**src/rtl/alu_mdu.sv**
```systemverilog
// alu_mdu: EX-stage datapath ALU with an iterative multiply/divide unit.
// The ALU result is purely combinational. Multiply and divide run one bit per
// cycle in a small FSM and write the HI/LO registers when they finish.
module alu_mdu #(
  parameter int WIDTH = 32,
  parameter int SHW   = $clog2(WIDTH)
) (
  input  logic             clk,
  input  logic             rst_n,
  input  logic [3:0]       aluop,
  input  logic [WIDTH-1:0] a,
  input  logic [WIDTH-1:0] b,
  input  logic             start,
  output logic [WIDTH-1:0] out,
  output logic             zero,
  output logic             oflow,
  output logic             busy,
  output logic             done,
  output logic [WIDTH-1:0] hi,
  output logic [WIDTH-1:0] lo
);

  typedef enum logic [3:0] {
    OP_ADD, OP_OR, OP_SLT, OP_SUB, OP_LUI, OP_AND, OP_XOR, OP_NOR,
    OP_SLTU, OP_SLL, OP_SRL, OP_SRA, OP_MULT, OP_MULTU, OP_DIV, OP_DIVU
  } op_e;

  typedef enum logic [1:0] {S_IDLE, S_RUN, S_FIX} state_e;

  localparam int MSB = WIDTH - 1;

  op_e              op;
  logic [WIDTH-1:0] sum;
  logic [WIDTH:0]   diff;
  logic             ovf_add;
  logic             ovf_sub;
  logic [SHW-1:0]   shamt;

  assign op      = op_e'(aluop);
  assign sum     = a + b;
  assign diff    = {1'b0, a} - {1'b0, b};
  assign ovf_add = (a[MSB] == b[MSB]) && (sum[MSB] != a[MSB]);
  assign ovf_sub = (a[MSB] != b[MSB]) && (diff[MSB] != a[MSB]);
  assign shamt   = a[SHW-1:0];

  // Combinational ALU result; MDU ops leave the pipeline result at zero.
  always_comb begin
    out   = '0;
    oflow = 1'b0;
    case (op)
      OP_ADD:  begin out = sum;              oflow = ovf_add; end
      OP_SUB:  begin out = diff[WIDTH-1:0];  oflow = ovf_sub; end
      OP_OR:   out = a | b;
      OP_AND:  out = a & b;
      OP_XOR:  out = a ^ b;
      OP_NOR:  out = ~(a | b);
      OP_SLT:  out = {{(WIDTH-1){1'b0}}, diff[MSB] ^ ovf_sub};
      OP_SLTU: out = {{(WIDTH-1){1'b0}}, diff[WIDTH]};
      OP_LUI:  out = {b[WIDTH/2-1:0], {(WIDTH/2){1'b0}}};
      OP_SLL:  out = b << shamt;
      OP_SRL:  out = b >> shamt;
      OP_SRA:  out = $signed(b) >>> shamt;
      default: out = '0;
    endcase
  end

  assign zero = (out == '0);

  // MDU datapath: acc holds {partial product, multiplier} for mult and
  // {remainder, dividend/quotient} for div; both start as {0, |a|}.
  state_e             state;
  logic [SHW-1:0]     count;
  logic [2*WIDTH-1:0] acc;
  logic [WIDTH-1:0]   opnd_b;
  logic               is_mult;
  logic               neg_q;
  logic               neg_r;
  logic               div_zero;

  logic               is_mdu_op;
  logic               sign_op;
  logic [WIDTH-1:0]   abs_a;
  logic [WIDTH-1:0]   abs_b;
  logic [WIDTH:0]     mul_sum;
  logic [WIDTH:0]     rem_shift;
  logic [WIDTH:0]     div_diff;
  logic [2*WIDTH-1:0] step_next;
  logic [2*WIDTH-1:0] prod_fix;
  logic [WIDTH-1:0]   quo_fix;
  logic [WIDTH-1:0]   rem_fix;

  assign is_mdu_op = (aluop[3:2] == 2'b11);
  assign sign_op   = (op == OP_MULT) || (op == OP_DIV);
  assign abs_a     = (sign_op && a[MSB]) ? -a : a;
  assign abs_b     = (sign_op && b[MSB]) ? -b : b;

  // One shift-add or restoring shift-subtract step per RUN cycle.
  always_comb begin
    mul_sum   = {1'b0, acc[2*WIDTH-1:WIDTH]} + (acc[0] ? {1'b0, opnd_b} : '0);
    rem_shift = {acc[2*WIDTH-1:WIDTH], acc[WIDTH-1]};
    div_diff  = rem_shift - {1'b0, opnd_b};
    if (is_mult)
      step_next = {mul_sum, acc[WIDTH-1:1]};
    else if (!div_diff[WIDTH])
      step_next = {div_diff[WIDTH-1:0], acc[WIDTH-2:0], 1'b1};
    else
      step_next = {rem_shift[WIDTH-1:0], acc[WIDTH-2:0], 1'b0};
  end

  // Sign correction applied on the FIX edge; divide by zero forces all ones.
  always_comb begin
    prod_fix = neg_q ? -acc : acc;
    quo_fix  = div_zero ? '1 : (neg_q ? -acc[WIDTH-1:0] : acc[WIDTH-1:0]);
    rem_fix  = neg_r ? -acc[2*WIDTH-1:WIDTH] : acc[2*WIDTH-1:WIDTH];
  end

  // MDU control FSM: launch, iterate WIDTH steps, then fix up and publish.
  always_ff @(posedge clk or negedge rst_n) begin
    if (!rst_n) begin
      state    <= S_IDLE;
      busy     <= 1'b0;
      done     <= 1'b0;
      hi       <= '0;
      lo       <= '0;
      count    <= '0;
      acc      <= '0;
      opnd_b   <= '0;
      is_mult  <= 1'b0;
      neg_q    <= 1'b0;
      neg_r    <= 1'b0;
      div_zero <= 1'b0;
    end else begin
      done <= 1'b0;
      case (state)
        S_IDLE: begin
          if (start && is_mdu_op) begin
            state    <= S_RUN;
            busy     <= 1'b1;
            count    <= SHW'(WIDTH - 1);
            acc      <= {{WIDTH{1'b0}}, abs_a};
            opnd_b   <= abs_b;
            is_mult  <= ~aluop[1];
            neg_q    <= sign_op && (a[MSB] ^ b[MSB]);
            neg_r    <= sign_op && a[MSB];
            div_zero <= (b == '0);
          end
        end
        S_RUN: begin
          acc <= step_next;
          if (count == '0)
            state <= S_FIX;
          else
            count <= count - 1'b1;
        end
        S_FIX: begin
          if (is_mult) begin
            {hi, lo} <= prod_fix;
          end else begin
            hi <= rem_fix;
            lo <= quo_fix;
          end
          done  <= 1'b1;
          busy  <= 1'b0;
          state <= S_IDLE;
        end
        default: state <= S_IDLE;
      endcase
    end
  end

endmodule

```
**config.mk**
```make
export PLATFORM = sky130hd
export DESIGN_NAME = alu_mdu
export DESIGN_NICKNAME = d
export VERILOG_FILES = /design/src/rtl/alu_mdu.sv
export SDC_FILE = /design/constraint.sdc
export NUM_CORES = 1
export LEC_CHECK = 0
export ABC_AREA = 1
export CAP_MARGIN = 25
export CORE_ASPECT_RATIO = 0.8
export CORE_MARGIN = 4
export CORE_UTILIZATION = 40
export DETAILED_ROUTE_END_ITERATION = 8
export RECOVER_POWER = 100
export SETUP_SLACK_MARGIN = 0.02
export SYNTH_ARGS = -nofsm -noshare
export SYNTH_HDL_FRONTEND = slang
export SYNTH_SLANG_ARGS = --single-unit
```
**constraint.sdc**
```tcl
create_clock -name clk -period 4.9 [get_ports clk]
set_input_delay 0.49 -clock clk [delete_from_list [all_inputs] [get_ports clk]]
set_output_delay 0.49 -clock clk [all_outputs]
set_load 0.02 [all_outputs]
```
# Word level (Yosys, flattened, before mapping)
# Index checks and enable logic that the tools add are counted.
[word_totals]
wordCells = 98
register_bits = 173
[op_classes]
n_mux = 24
reduce_logical = 19
add_sub_neg = 10
n_eq_ne = 23
bitwise_logic = 7
n_shift = 3
[op_table]
columns = ["operator", "n"]
rows = [
  ["case mux 32 bit (12 select lines)", 1],
  ["2-to-1 mux 32 bit", 8],
  ["2-to-1 mux 64 bit", 4],
  ["negation 32 bit", 4],
  ["case mux 64 bit (2 select lines)", 1],
  ["zero test 32 bit", 2],
  ["negation 64 bit", 1],
  ["adder 32 x 32 -> 33 bit", 1],
  ["subtractor 32 x 32 -> 33 bit", 1],
  ["subtractor 33 x 32 -> 33 bit", 1],
  ["adder 32 bit", 1],
  ["bitwise AND 32 bit", 1],
  ["NOT 32 bit", 1],
  ["bitwise OR 32 bit", 1],
  ["left shift 32 x 5 -> 32 bit", 1],
  ["right shift 32 x 5 -> 32 bit", 1],
  [">>> shifter 32 x 5 -> 32 bit", 1],
  ["bitwise XOR 32 bit", 1],
  ["equality test 4 bit (second input constant)", 6],
  ["equality test 4 x 3 -> 1 bit (second input constant)", 4],
  ["2-to-1 mux 5 bit", 2],
  ["case mux 5 bit (2 select lines)", 1],
  ["equality test 4 x 2 -> 1 bit (second input constant)", 2],
  ["AND reduction 2 bit", 4],
  ["20 further kinds", 35],
]

# Logic depth before layout (Yosys ltp)
# Gate-level depths: netlist of run 1.
[logic_depth]
word_depth = 6
mapped_depth = 28
depth_no_buf = 24

# Worst setup path before layout of run 1
# Ideal clock, no wire load.
[synth_timing]
path_kind = "input-to-output"
start = "input port a[4]"
end = "output port zero"
n_path_buf = 4
setup_slack_ns = 0.352
arrival_ns = 4.058
path_stages = 25
t_required_ns = 4.410
path_cell_list = "inv_2 > buf_2 > buf_1 > clkbuf_1 > ha_1 > buf_2 > nor2_1 > nand3_1 > nand3_1 > nand2_1 > nand3b_1 > nand2_1 > nand2_1 > nand2_1 > nand2_1 > a21oi_1 > fa_1 > o2111ai_1 > nor2_1 > o21ai_0 > nor2_1 > nand3_1 > nor2_1 > nand3_1 > nor2_2"
[synth_lines]
columns = ["element", "line_no", "source"]
rows = [
  ["start: declaration", "11", "input logic [WIDTH-1:0] a,"],
  ["subtractor 32 x 32 -> 33 bit (tied with other cells)", "41", "assign diff = {1'b0, a} - {1'b0, b};"],
  ["case mux 32 bit (12 select lines) *", "50", "case (op)"],
  ["via out[31]", "14", "output logic [WIDTH-1:0] out,"],
  ["zero test 32 bit *", "67", "assign zero = (out == '0);"],
  ["end: declaration", "15", "output logic zero,"],
]
# Mark *: on every way through the listed nets, which the timed path passes. The rest lies on a longest branch.

# Worst setup path after layout of run 1
[layout_timing]
start = "input port a[0]"
end = "output port out[16]"
[layout_between]
elab_chain_cells = 2
[layout_rtl]
columns = ["element", "line_no"]
rows = [
  ["subtractor 32 x 32 -> 33 bit (tied with other cells)", "41"],
  ["case mux 32 bit (12 select lines) *", "50"],
  ["end: declaration", "14"],
]
# Mark *: on every way between the ends. The rest lies on a longest branch, timed or not.

==> results of run 1 <==
-- power by group through the flow --
stage / Sequential, mW / Clock (mW) / Combinational (mW)
3_3_place_gp: 3.02 / 0 / 10.9
4_1_cts: 3.00 / 1.50 / 11.0
2_1_floorplan: 2.80 / 0 / 7.20
6_report: 3.05 / 1.50 / 11.3
3_5_place_dp: 3.03 / 0 / 10.9
5_1_grt: 3.11 / 1.56 / 12.4
-- worst max-delay path: stages --
cell and delay [ns]:
sky130_fd_sc_hd__clkdlybuf4s50_1 0.44, sky130_fd_sc_hd__buf_4 0.28, sky130_fd_sc_hd__ha_1 0.30, sky130_fd_sc_hd__fa_1 0.44
sky130_fd_sc_hd__nand3_1 0.13, sky130_fd_sc_hd__nand2_1 0.17, sky130_fd_sc_hd__nand2_1 0.10, sky130_fd_sc_hd__nand3_1 0.29
sky130_fd_sc_hd__nand2_1 0.20, sky130_fd_sc_hd__nand3_1 0.10, sky130_fd_sc_hd__nand3_1 0.23, sky130_fd_sc_hd__nand4_1 0.20
sky130_fd_sc_hd__nor2_1 0.27, sky130_fd_sc_hd__buf_4 0.15, sky130_fd_sc_hd__inv_1 0.03, sky130_fd_sc_hd__clkdlybuf4s50_1 0.55
-- cell type report --
class	count	area (sq um)
clock buffer	17	425
timing repair buffer	534	4440
antenna	8	20.0
fill	7116	33100
multi-input combinational	3709	18700
tap	850	1060
sequential	173	4330
clock inverter	15	201
inverter	599	2250
-- per-stage QoR --
stage                     instance area [sq um]  instances
after floorplan                           26200       4664
after global placement                    30800       5865
after detailed placement                  30800       5865
after CTS                                 31500       5897
after global routing                      31400       5900
final                                     31400       5905
-- what timing repair did --
item                                    4_1_cts  5_1_grt
resized for setup                            10       19
pin swaps                                     1        2
endpoints found under the setup margin        3        4
setup buffers                                 0        0
-- state kept, by name, indices dropped and copies added (netlist names) --
name,count
acc,64
state,2
is_mult,1
done,1
lo,32
neg_q,1
busy,1
hi,32
count,5
div_zero,1
opnd_b,32
neg_r,1
-- per-layer routing --
layer	vias up	global-route usage, %
met2	2220	51.0
met5	-	1.74
li1	15900	-
met4	8	8.60
met3	205	16.8
met1	15700	59.8
-- cell usage in the layout, fill, tap and decap left out, drive strengths merged, types with 22 or more instances in the layout --
cell type,synthesis,layout
buf,109,357
nor2,543,543
nand3,619,619
xnor2,22,22
o22ai,28,28
nor3,68,68
dfrtp,173,173
a31oi,51,51
nand2,1361,1361
dlygate4sd3,0,85
o211ai,26,26
clkbuf,74,29
clkdlybuf4s50,0,70
inv,598,608
xor2,79,79
ha,174,174
o21ai,311,311
nand4,49,49
a21oi,256,256
-- kinds of logic after synthesis --
| logic type | Yosys count |
|---|---|
| compound gates | 739 |
| xor+xnor | 101 |
| fa+ha+maj | 179 |
| buf+inv | 782 |
| flops | 173 |
| simple gates | 2690 |
-- path summary, 6_finish.rpt --
check | cells after the start | to | slack (ns)
setup / recovery | 16 | out[16] | 0.01
hold / removal | 2 | hi[4]$_DFFE_PN0P_ | 0.48
setup reg to reg | 5 | acc[9]$_DFFE_PN0P_ | 0.20
hold reg to reg | 2 | hi[4]$_DFFE_PN0P_ | 0.48
max in group asynchronous | 2 | is_mult$_DFFE_PN0P_ | 1.97
min in group asynchronous | 1 | hi[21]$_DFFE_PN0P_ | 1.10
==> flow_summary.json, run 1 <==
{
  "critPathCaptureType": "output port",
  "post_synth_most_frequent_cells": "sky130_fd_sc_hd__nand2_1, sky130_fd_sc_hd__nand3_1, sky130_fd_sc_hd__inv_1, sky130_fd_sc_hd__nor2_1, sky130_fd_sc_hd__o21ai_0",
  "internal-power_mw": 6.54,
  "switching_share_pct": 58.7,
  "grt_pass1_wl_um": 206000,
  "post_synth.cell_area_avg_sq_um": 5.61,
  "met3_length_um": 23200,
  "core_outline_area_sq_um": 64500,
  "cp_data_required_time_ns": 4.41,
  "grt_usage_pct": 39.7,
  "top_level_ports": 171,
  "clock_sinks": 173,
  "total_power_consumption_of_the_routed_design_mw": 15.8,
  "grt_antenna_before_repair": 9,
  "maxUsedRoutingLayer": "met5",
  "drt_wl_total_um": 143000,
  "nNetsFinal": 5284,
  "cts.clk_slew.worst_paths_ns": 0.09,
  "failed_checks": "design-rule violations, max-capacitance violations, max-slew violations",
  "timing.max_cap.violations": 4,
  "clock_insertion_delay_worst_skew_ns": 0.46,
  "final_setup_fails": 0,
  "netlist_cell_types": 60,
  "worst_clock_skew_ns": 0.0174,
  "worstSetupStartpoint": "a[0]",
  "switchingPower_mw": 9.31,
  "synth_fa_ha_area_share_pct": 8.70,
  "final-hold-violation-count": 0,
  "synth.most_common_cell": "sky130_fd_sc_hd__nand2_1",
  "synth.yosys.warnings": 0,
  "io_buffer_count": 170,
  "drt_first_pass_iters": 9,
  "setup.worst_path.start_class": "input port",
  "vias": 34100,
  "width_of_the_die_um": 294,
  "yosys_most_used_dff": "sky130_fd_sc_hd__dfrtp_1",
  "portion_of_synthesized_cell_area_occupied_by_the_leading_cell_type_pct": 19.3,
  "cp_data_arrival_time_ns": 4.40,
  "final.min_clock_period_ns": 4.89,
  "yosysSeqAreaShare_pct": 16.5,
  "chipHeight_um": 237,
  "initial_utilization_pct": 40.6,
  "drtIter0Drc": 5649,
  "synth_edf_count": 0,
  "clock_path_buffers": 2,
  "power_frac_seq_pct": 19.2,
  "synth_xor_xnor_area_share_pct": 3.38,
  "hold_path_class": "flop to flop",
  "tritoncts.num_buffers": 17,
  "die_area_sq_um": 69600,
  "avgViaCountPerCell": 5.77,
  "path_class": "input port to output port",
  "outcome": "finished, violations left",
  "largest_fanout_on_the_critical_path": 39,
  "global_route.overflow_total": 0,
  "post_synth_main_area_contributors": "sky130_fd_sc_hd__nand2_1, sky130_fd_sc_hd__dfrtp_1, sky130_fd_sc_hd__nand3_1",
  "hold_path.startpoint": "hi[4]$_DFFE_PN0P_",
  "drt-wirelength-per-cell_um": 24.3,
  "final.setup.worst_slack_ns": 0.0105,
  "comb_power_share_pct": 71.3,
  "timing.final.max_slew_violations": 210,
  "detailedPlace.worstSlack_ns": -0.325,
  "ys_async_sr_fraction_pct": 100,
  "number_of_buffers_inserted_for_hold_repair_after_clock_tree_synthesis": 0,
  "max_freq_mhz": 205,
  "power.clock.fraction_pct": 9.4,
  "post_synth_mux_area_share_pct": 0,
  "final_layout_size_suffix_gt1_share_pct": 9.61,
  "power.ir.vdd_worst_uv": 435,
  "worst_slew_margin_rel_pct": -138,
  "hpwl_um": 119000,
  "tritoncts": "yes",
  "netlist_instances": 4664,
  "synth_largest_area_cell": "sky130_fd_sc_hd__nand2_1",
  "wl_met2_um": 52100,
  "drc": 2,
  "grt_pass1_vias": 30200,
  "route.layer.met1.wl_um": 64000,
  "synthesis.nets": 4914,
  "simple_gate_share_of_the_synthesized_area_pct": 43.7,
  "synth_compound_area_share_pct": 15.6,
  "cellPowerDensity_nw_per_um2": 504,
  "largest_family_of_logic_cells_by_synthesized_area": "simple AND/OR/NAND/NOR gates",
  "netlist_area_sq_um": 26200,
  "postLayoutCoreUtil_pct": 48.7,
  "place_congestion": 1.11,
  "placementRows": 83,
  "cts-htree-levels": 4,
  "cellLeakagePower_nw": 16.1,
  "antenna_left": 0,
  "finalSetupTns_ns": 0,
  "period_share_pct": 99.8,
  "regToRegStartpoint": "state[1]$_DFFE_PN0P_",
  "synth_to_layout_area_growth_pct": 20.1,
  "worst_slew_pin_slew_ns": 3.57,
  "setup_repair_after_global_routing_missed_its_margin": "true",
  "fin_hold_ws_ns": 0.485,
  "ys_ff_latch": 173,
  "grt_max_degree": 116,
  "clk_root_buffer_cell": "sky130_fd_sc_hd__clkbuf_16"
}
No activity file was read; power rests on OpenSTA's default activity.
==> inputs of run 2 (changes only) <==
--- a/config.mk
+++ b/config.mk
@@ -13,6 +13,7 @@
 export DETAILED_ROUTE_END_ITERATION = 8
 export RECOVER_POWER = 100
 export SETUP_SLACK_MARGIN = 0.02
+export SKIP_LAST_GASP = 1
 export SYNTH_ARGS = -nofsm -noshare
 export SYNTH_HDL_FRONTEND = slang
 export SYNTH_SLANG_ARGS = --single-unit
==> flow_summary.json, run 2 (same netlist as run 1, synthesis figures left out) <==
{
  "outcome": "finished, violations left",
  "failed_checks": "max-capacitance violations, max-slew violations",
  "cellLeakagePower_nw": 16.1,
  "cp_data_arrival_time_ns": 4.39,
  "final_layout_size_suffix_gt1_share_pct": 9.59,
  "cp_data_required_time_ns": 4.41,
  "cellPowerDensity_nw_per_um2": 505,
  "max_freq_mhz": 205,
  "crit_path_max_incr_delay_ns": 0.55,
  "drc": 0,
  "path_delay_family": "simple AND/OR/NAND/NOR gates",
  "clock_path_buffers": 2,
  "tritoncts.num_buffers": 17,
  "nNetsFinal": 5284,
  "grt_usage_pct": 39.7,
  "final.fill_count": 7115,
  "r2r.worst_path.cells": 5,
  "io_buffer_count": 170,
  "hold_path_class": "flop to flop",
  "drt-wirelength-per-cell_um": 24.3,
  "detailedPlace.worstSlack_ns": -0.325,
  "power.ir.vdd_worst_uv": 439,
  "drt_wl_total_um": 143000,
  "avgViaCountPerCell": 5.80,
  "place_congestion": 1.11,
  "synth_to_layout_area_growth_pct": 20.0,
  "timing.critical_path.cells": "clkdlybuf4s50_1 > buf_4 > ha_1 > fa_1 > nand3_1 > nand2_1 > nand2_1 > nand3_1 > nand2_1 > nand3_1 > nand3_1 > nand4_1 > nor2_1 > buf_4 > inv_1 > clkdlybuf4s50_1",
  "worst_slew_margin_rel_pct": -139,
  "cpMostUsedCell": "sky130_fd_sc_hd__nand3_1",
  "cts.clk_slew.worst_paths_ns": 0.09,
  "cpMaxStageDelayCell": "sky130_fd_sc_hd__clkdlybuf4s50_1",
  "registers.top_by_ff_count": "acc",
  "cp.depth": 16,
  "top_level_ports": 171,
  "setup_repair_after_global_routing_missed_its_margin": "true",
  "timing.final.max_slew_violations": 210,
  "place_area_sq_um": 30800,
  "grt_antenna_before_repair": 9,
  "hpwl_um": 119000,
  "timing.critical_path.buf_inv": 5,
  "final-hold-violation-count": 0,
  "final_setup_fails": 0,
  "clock_insertion_delay_worst_skew_ns": 0.47,
  "critPathCaptureType": "output port",
  "width_of_the_die_um": 294,
  "vias": 34200,
  "grt_pass1_vias": 30200,
  "grt_max_degree": 116,
  "path_class": "input port to output port",
  "final.setup.worst_slack_ns": 0.0217,
  "clk_root_buffer_cell": "sky130_fd_sc_hd__clkbuf_16",
  "die_area_sq_um": 69600,
  "number_of_setup_buffers_added_after_cts": 0,
  "timing.max_cap.violations": 4,
  "worst_clock_skew_ns": 0.0164,
  "initial_utilization_pct": 40.6,
  "global_route.overflow_total": 0,
  "core_outline_area_sq_um": 64500,
  "placementRows": 83,
  "grt_pass1_wl_um": 206000,
  "largest_fanout_on_the_critical_path": 39,
  "design_area_sq_um": 31400,
  "tritoncts": "yes",
  "final_common_cell": "sky130_fd_sc_hd__nand2_1",
  "period_share_pct": 99.6,
  "cts-htree-levels": 4,
  "drtIter0Drc": 5516,
  "setup.worst_path.start_class": "input port",
  "timing.hold.worst_path_depth": 2,
  "final-seq-area_sq_um": 4330,
  "leading_cell_types_in_the_layout_fill_and_taps_excluded": "sky130_fd_sc_hd__nand2_1, sky130_fd_sc_hd__nand3_1, sky130_fd_sc_hd__inv_1",
  "worst_slew_pin_slew_ns": 3.58,
  "drt_first_pass_iters": 7,
  "chipHeight_um": 237,
  "final.min_clock_period_ns": 4.88,
  "clock_sinks": 173,
  "area_of_the_multi_input_gates_sq_um": 18700,
  "largest_register_ff_count": 64,
  "antenna_left": 0
}
==> run 2: cell type report <==
cell class | instances | share of cell area (%)
diodes | 7 | 0.0558
clock buffers | 17 | 1.35
clock inverters | 15 | 0.641
inverters | 599 | 7.18
multi-input cells | 3709 | 59.5
flip-flops and latches | 173 | 13.8
well taps | 850 | 3.39
repair buffers | 534 | 14.1
==> run 2: final timing paths <==
| check | start | endpoint | slack [ns] |
|---|---|---|---|
| min in group asynchronous | rst_n | hi[21]$_DFFE_PN0P_ | 1.10 |
| setup reg to reg | state[1]$_DFFE_PN0P_ | acc[9]$_DFFE_PN0P_ | 0.25 |
| setup / recovery | a[0] | out[16] | 0.02 |
| hold / removal | hi[4]$_DFFE_PN0P_ | hi[4]$_DFFE_PN0P_ | 0.48 |
| hold reg to reg | hi[4]$_DFFE_PN0P_ | hi[4]$_DFFE_PN0P_ | 0.48 |
| max in group asynchronous | rst_n | acc[2]$_DFFE_PN0P_ | 1.97 |
==> run 2: metal layers <==
layer / wire (um) / up-vias / GRT usage, % / share of wire [%]
li1: - / 15900 / - / -
met1: 63500 / 15800 / 59.8 / 44
met2: 51800 / 2272 / 51.0 / 36
met3: 23600 / 241 / 16.8 / 16
met4: 4090 / 8 / 8.60 / 2.9
met5: 211 / - / 1.74 / 0.15
==> run 2: power by group <==
group | internal [mW] | total (mW) | switching [mW] | leakage [nW]
Combinational | 3.77 | 11.3 | 7.54 | 13.8
Sequential | 2.06 | 3.05 | 0.984 | 1.97
Clock | 0.710 | 1.49 | 0.784 | 0.302
Total | 6.54 | 15.9 | 9.31 | 16.1
==> run 2: timing repair <==
item | 4_1_cts | 5_1_grt
endpoints found under the setup margin | 3 | 4
hold buffers | 0 | 0
gates resized for setup | 8 | 19
pin swaps | 0 | 1
==> run 2: through the flow <==
stage | total power, mW | hold WS [ns] | instances | TNS (ns) | utilization [%]
after floorplan | 10.0 | 0.194 | 4664 | 0 | -
after global placement | 13.9 | 0.464 | 5865 | -0.589 | 47.8
after detailed placement | 14.0 | 0.469 | 5865 | -0.735 | 47.8
after CTS | 15.5 | 0.00109 | 5897 | -0.0270 | 48.8
after global routing | 17.1 | 0.506 | 5900 | -0.0141 | 48.7
final | 15.9 | 0.482 | 5904 | 0 | 48.7
==> run 2: worst min-delay path: stages, from the launching register on <==
cell	delay, ns
sky130_fd_sc_hd__dfrtp_1	0.35
sky130_fd_sc_hd__nand2_1	0.05
sky130_fd_sc_hd__nand2_1	0.05
